$ cat src/rtl/dvi_timing_stream.sv
// Video timing generator and pixel streamer: builds HS/VS/DE for a parameterised raster
// and pulls pixels over valid/ready during active video, substituting BORDER_COLOR on underflow.
module dvi_timing_stream #(
    parameter int              H_ACTIVE     = 640,
    parameter int              H_FP         = 16,
    parameter int              H_SYNC       = 96,
    parameter int              H_BP         = 48,
    parameter int              V_ACTIVE     = 480,
    parameter int              V_FP         = 10,
    parameter int              V_SYNC       = 2,
    parameter int              V_BP         = 33,
    parameter bit              HS_POL       = 1'b0,
    parameter bit              VS_POL       = 1'b0,
    parameter int              PIX_W        = 24,
    parameter logic [PIX_W-1:0] BORDER_COLOR = '0,
    parameter int              UF_CNT_W     = 16
) (
    input  logic                USER_CLK,
    input  logic                reset,
    input  logic                enable,
    input  logic [PIX_W-1:0]    pix_data,
    input  logic                pix_valid,
    output logic                pix_ready,
    output logic                hs,
    output logic                vs,
    output logic                de,
    output logic [PIX_W-1:0]    rgb,
    output logic [11:0]         x,
    output logic [11:0]         y,
    output logic                frame_start,
    output logic                underflow,
    output logic [UF_CNT_W-1:0] underflow_count
);
    localparam int H_TOTAL = H_ACTIVE + H_FP + H_SYNC + H_BP;
    localparam int V_TOTAL = V_ACTIVE + V_FP + V_SYNC + V_BP;

    // 13-bit bounds so a sync window ending exactly at 4096 still compares correctly
    localparam logic [12:0] H_ACT = 13'(H_ACTIVE);
    localparam logic [12:0] H_SS  = 13'(H_ACTIVE + H_FP);
    localparam logic [12:0] H_SE  = 13'(H_ACTIVE + H_FP + H_SYNC);
    localparam logic [12:0] H_LST = 13'(H_TOTAL - 1);
    localparam logic [12:0] V_ACT = 13'(V_ACTIVE);
    localparam logic [12:0] V_SS  = 13'(V_ACTIVE + V_FP);
    localparam logic [12:0] V_SE  = 13'(V_ACTIVE + V_FP + V_SYNC);
    localparam logic [12:0] V_LST = 13'(V_TOTAL - 1);

    typedef enum logic [1:0] {IDLE, RUN, DRAIN} state_t;

    state_t      state;
    logic [11:0] h_cnt, v_cnt;
    logic [12:0] h_ext, v_ext;
    logic        running, h_last, v_last, hs_on, vs_on;

    assign h_ext   = {1'b0, h_cnt};
    assign v_ext   = {1'b0, v_cnt};
    assign running = (state != IDLE);
    assign h_last  = (h_ext == H_LST);
    assign v_last  = (v_ext == V_LST);
    assign hs_on   = (h_ext >= H_SS) && (h_ext < H_SE);
    assign vs_on   = (v_ext >= V_SS) && (v_ext < V_SE);

    assign pix_ready = running && (h_ext < H_ACT) && (v_ext < V_ACT);

    always_ff @(posedge USER_CLK) begin
        if (reset) begin
            state           <= IDLE;
            h_cnt           <= '0;
            v_cnt           <= '0;
            hs              <= ~HS_POL;
            vs              <= ~VS_POL;
            de              <= 1'b0;
            rgb             <= BORDER_COLOR;
            x               <= '0;
            y               <= '0;
            frame_start     <= 1'b0;
            underflow       <= 1'b0;
            underflow_count <= '0;
        end else begin
            case (state)
                IDLE:    if (enable) state <= RUN;
                RUN:     if (!enable) state <= DRAIN;
                DRAIN:   if (enable) state <= RUN;
                         else if (h_last && v_last) state <= IDLE;
                default: state <= IDLE;
            endcase

            // counters sit at (0,0) in IDLE so the first RUN cycle is pixel (0,0)
            if (!running) begin
                h_cnt <= '0;
                v_cnt <= '0;
            end else if (h_last) begin
                h_cnt <= '0;
                v_cnt <= v_last ? 12'd0 : v_cnt + 12'd1;
            end else begin
                h_cnt <= h_cnt + 12'd1;
            end

            hs          <= (running && hs_on) ? HS_POL : ~HS_POL;
            vs          <= (running && vs_on) ? VS_POL : ~VS_POL;
            de          <= pix_ready;
            x           <= h_cnt;
            y           <= v_cnt;
            frame_start <= pix_ready && (h_cnt == 12'd0) && (v_cnt == 12'd0);
            underflow   <= pix_ready && !pix_valid;
            rgb         <= (pix_ready && pix_valid) ? pix_data : BORDER_COLOR;

            if (pix_ready && !pix_valid && (underflow_count != {UF_CNT_W{1'b1}}))
                underflow_count <= underflow_count + 1'b1;
        end
    end
endmodule
$ cat config.mk
export PLATFORM = sky130hd
export DESIGN_NAME = dvi_timing_stream
export DESIGN_NICKNAME = d
export VERILOG_FILES = /design/src/rtl/dvi_timing_stream.sv
export SDC_FILE = /design/constraint.sdc
export NUM_CORES = 1
export LEC_CHECK = 0
export BUFFER_PORTS_ARGS = -buffer_cell sky130_fd_sc_hd__buf_4
export CORE_ASPECT_RATIO = 1.4
export CORE_MARGIN = 1
export CORE_UTILIZATION = 40
export CTS_CLUSTER_SIZE = 40
export DETAILED_ROUTE_END_ITERATION = 16
export GPL_ROUTABILITY_DRIVEN = 0
export GPL_TIMING_DRIVEN = 1
export PLACE_DENSITY_LB_ADDON = 0.3
export SYNTH_ARGS = -nofsm -noshare
export SYNTH_HDL_FRONTEND = slang
export SYNTH_SLANG_ARGS = --single-unit
$ cat constraint.sdc
create_clock -name USER_CLK -period 3.9 [get_ports USER_CLK]
set_input_delay 0.585 -clock USER_CLK [delete_from_list [all_inputs] [get_ports USER_CLK]]
set_output_delay 0.585 -clock USER_CLK [all_outputs]
set_load 0.005 [all_outputs]
==> impl_metrics.env <==
export IMPL_ys_ff_latch=95
export IMPL_numCtsBuffers=9
export IMPL_ys_types=37
export IMPL_diodes=0
export IMPL_hold_path_end="state[1]$_SDFFE_PP0P_"
export IMPL_syn_area_mm2=0.003536
export IMPL_rrSetupSlack_ns=1.35
export IMPL_root_buffer="clkbuf_16"
export IMPL_die_area_mm2=0.009225
export IMPL_area_growth_pct=31.14
export IMPL_fin_crit_ns=2.555
export IMPL_grt_pass1_wl_um=12460
export IMPL_drc_errors=0
export IMPL_layout_nets=489
export IMPL_tightest_slew_ns=1.130
export IMPL_cts_clk_slew_worst_paths_ns=0.06
export IMPL_finalMaxSlewViolations=0
export IMPL_vias=2914
export IMPL_cp_arrival_ns=2.78
export IMPL_syn_num_nets=400
export IMPL_cp_max_fo=24
export IMPL_ctsResizeCount=0
export IMPL_power_density_mw_per_mm2=428.6
export IMPL_end_kind="flop"
export IMPL_fillers=793
export IMPL_tritoncts="built"
export IMPL_hold_buffers=0
export IMPL_start_util_pct=41.32
export IMPL_synth_area_leaders="dfxtp_1, and3_1, nor2b_1, nor2_1, xor2_1"
export IMPL_ys_flop_type="dfxtp_1"
export IMPL_r2r_worst_path_cells=6
export IMPL_synthArstFlopShare_pct=0
export IMPL_vdd_ir_drop_max_uv=321.5
export IMPL_hpwl_um=5449
export IMPL_synth_most_common_cell="dfxtp_1"
export IMPL_die_h_um=113.2
export IMPL_fin_crit_sh_pct=65.51
export IMPL_rows=40
export IMPL_outcome="finished, final reports clean"
export IMPL_io_buffers=97
export IMPL_finClkSkew_ns=0.004219
export IMPL_clock_latency_ns=0.34
export IMPL_core_area_mm2=0.008558
export IMPL_grt_use_total_pct=17.92
export IMPL_power_uw=1987
export IMPL_hp_start="enable"
export IMPL_syn_inst=366
export IMPL_setup_viol=0
export IMPL_r2r_start="underflow_count[0]$_SDFFE_PP0P_"
export IMPL_htreeDepth=3
export IMPL_fin_util_pct=54.18
export IMPL_drive_gt1_share_pct=26.74
export IMPL_avgSynthCellArea_um2=9.661
export IMPL_fmax_ghz=0.3914
export IMPL_top_level_ports=98
export IMPL_cts_setup_buffers=0
export IMPL_grt_start_max_net_pins=51
export IMPL_hold_depth=2
export IMPL_finalSetupTns_ns=0
export IMPL_r2r_end="underflow_count[6]$_SDFFE_PP0P_"
export IMPL_max_slew_margin_rel_pct=24.28
export IMPL_yosys_area_top_type="dfxtp_1"
export IMPL_yosys_area_top_type_share_pct=53.79
export IMPL_antenna_found_initial=0
export IMPL_ant_nets=0
export IMPL_grt_overflow_total=0
export IMPL_grt_pass1_vias=2701
export IMPL_rsz0062_at_grt="false"
export IMPL_synth_warnings=0
export IMPL_finalHoldViolCount=0
export IMPL_die_w_um=81.46
export IMPL_clock_sinks=95
export IMPL_crit_required_ns=4.13
export IMPL_clockBufferDepth=2
export IMPL_synth_seq_area_share_pct=53.79
export IMPL_synth_edff_count=0
export IMPL_crit_type="reg -> reg"
export IMPL_drt_pass1_iter_count=4
export IMPL_drt_iter0_markers=98
export IMPL_maxCapViolCount=0
export IMPL_p_leak_uw=0.001981
export IMPL_synth_common_cells="dfxtp_1, nor2_1, and3_1"
export IMPL_wirelength_um=7930
export IMPL_hold_class="in -> reg"
export IMPL_start_kind="flop"
export IMPL_wl_per_cell_um=14.04
export IMPL_avgViaCountPerCell=5.158
-- kinds of logic after synthesis --
group                      share of synthesized area [%]
and+or+nand+nor                                    29.37
DFF                                                53.79
AOI/OAI and AO/OA                                  5.308
buffers and inverters                              3.149
xor gates and xnor gates                           4.706
adders and majority gates                          2.123
muxes                                              1.557
-- placed cells by master, fill, tap and decap left out, drive strengths merged, types with 2 or more instances in the layout --
cell type  Yosys  layout
buf            5      97
dfxtp         95      95
nor2          35      35
and3          33      33
nor2b         25      25
nand2         17      17
xor2          15      15
a21oi         14      14
nand3         13      13
nand4         13      13
nor3          12      12
inv            8      10
clkbuf        14       9
or4            9       9
o31ai          7       7
or3            7       7
o21ai          7       7
ha             6       6
nor4           5       5
xnor2          4       4
mux2           4       4
nand2b         3       3
nor4b          3       3
clkinv         0       3
and4           2       2
nor3b          2       2
nand3b         2       2
a211oi         2       2
bufinv         0       2
-- critical path, stage by stage, from the launching register on --
cell	delay (ns)
dfxtp_1	0.41
ha_1	0.19
nand3_1	0.15
or2_2	0.35
nor3_2	0.90
nor4_1	0.12
mux2_2	0.32
-- state kept, by name (all words and copies together) (netlist names) --
| register | cells |
|---|---|
| y | 12 |
| vs | 1 |
| x | 12 |
| rgb | 24 |
| frame_start | 1 |
| v_cnt | 12 |
| h_cnt | 12 |
| hs | 1 |
| de | 1 |
| state | 2 |
| underflow_count | 16 |
| underflow | 1 |
-- final cells by class --
| type | count | area, um^2 | share of cell area [%] |
|---|---|---|---|
| clock buffers | 9 | 225.2 | 4.857 |
| clock inverters | 7 | 92.59 | 1.997 |
| inverters | 8 | 30.03 | 0.6476 |
| multi-input cells | 244 | 1528 | 32.95 |
| flip-flops and latches | 95 | 1902 | 41.01 |
| well taps | 105 | 131.4 | 2.833 |
| repair buffers | 97 | 728.2 | 15.70 |
-- power breakdown --
group	leakage, uW	total [uW]	switching [uW]	internal, uW
clock network	0.000160	929	367	563
logic	0.00105	73.0	36.4	36.6
registers	0.000767	985	5.12	980
-- layer usage --
metal  vias up  routed length [um]  track usage [%]
met3        17                 292            4.677
met1      1362                3263            19.99
met5         -                   0                0
met2        74                4101            30.22
li1       1461                   -                -
met4         0                 273            9.881
-- worst max-delay path by stage --
stage                                               start                                to  slack [ns]  cells after the start
after CTS                 underflow_count[0]$_SDFFE_PP0P_   underflow_count[6]$_SDFFE_PP0P_        1.36                      6
after global routing      underflow_count[0]$_SDFFE_PP0P_   underflow_count[6]$_SDFFE_PP0P_        1.12                      6
after floorplan           underflow_count[0]$_SDFFE_PP0P_   underflow_count[1]$_SDFFE_PP0P_        1.87                      8
after detailed placement  underflow_count[0]$_SDFFE_PP0P_   underflow_count[9]$_SDFFE_PP0P_        1.38                      6
after global placement    underflow_count[0]$_SDFFE_PP0P_  underflow_count[14]$_SDFFE_PP0P_        1.45                      6
final                     underflow_count[0]$_SDFFE_PP0P_   underflow_count[6]$_SDFFE_PP0P_        1.35                      6
-- through the flow --
step | setup WS [ns] | hold slack (ns) | std cells | cell area (um^2)
floorplan | 1.869 | 0.4300 | 366 | 3536
global placement | 1.450 | 0.4385 | 549 | 4319
detailed placement | 1.378 | 0.4576 | 549 | 4319
CTS | 1.355 | 0.4061 | 565 | 4637
global route | 1.118 | 0.3990 | 565 | 4637
finish | 1.345 | 0.4130 | 565 | 4637
Note: power is estimated with default switching activity, not from simulation.
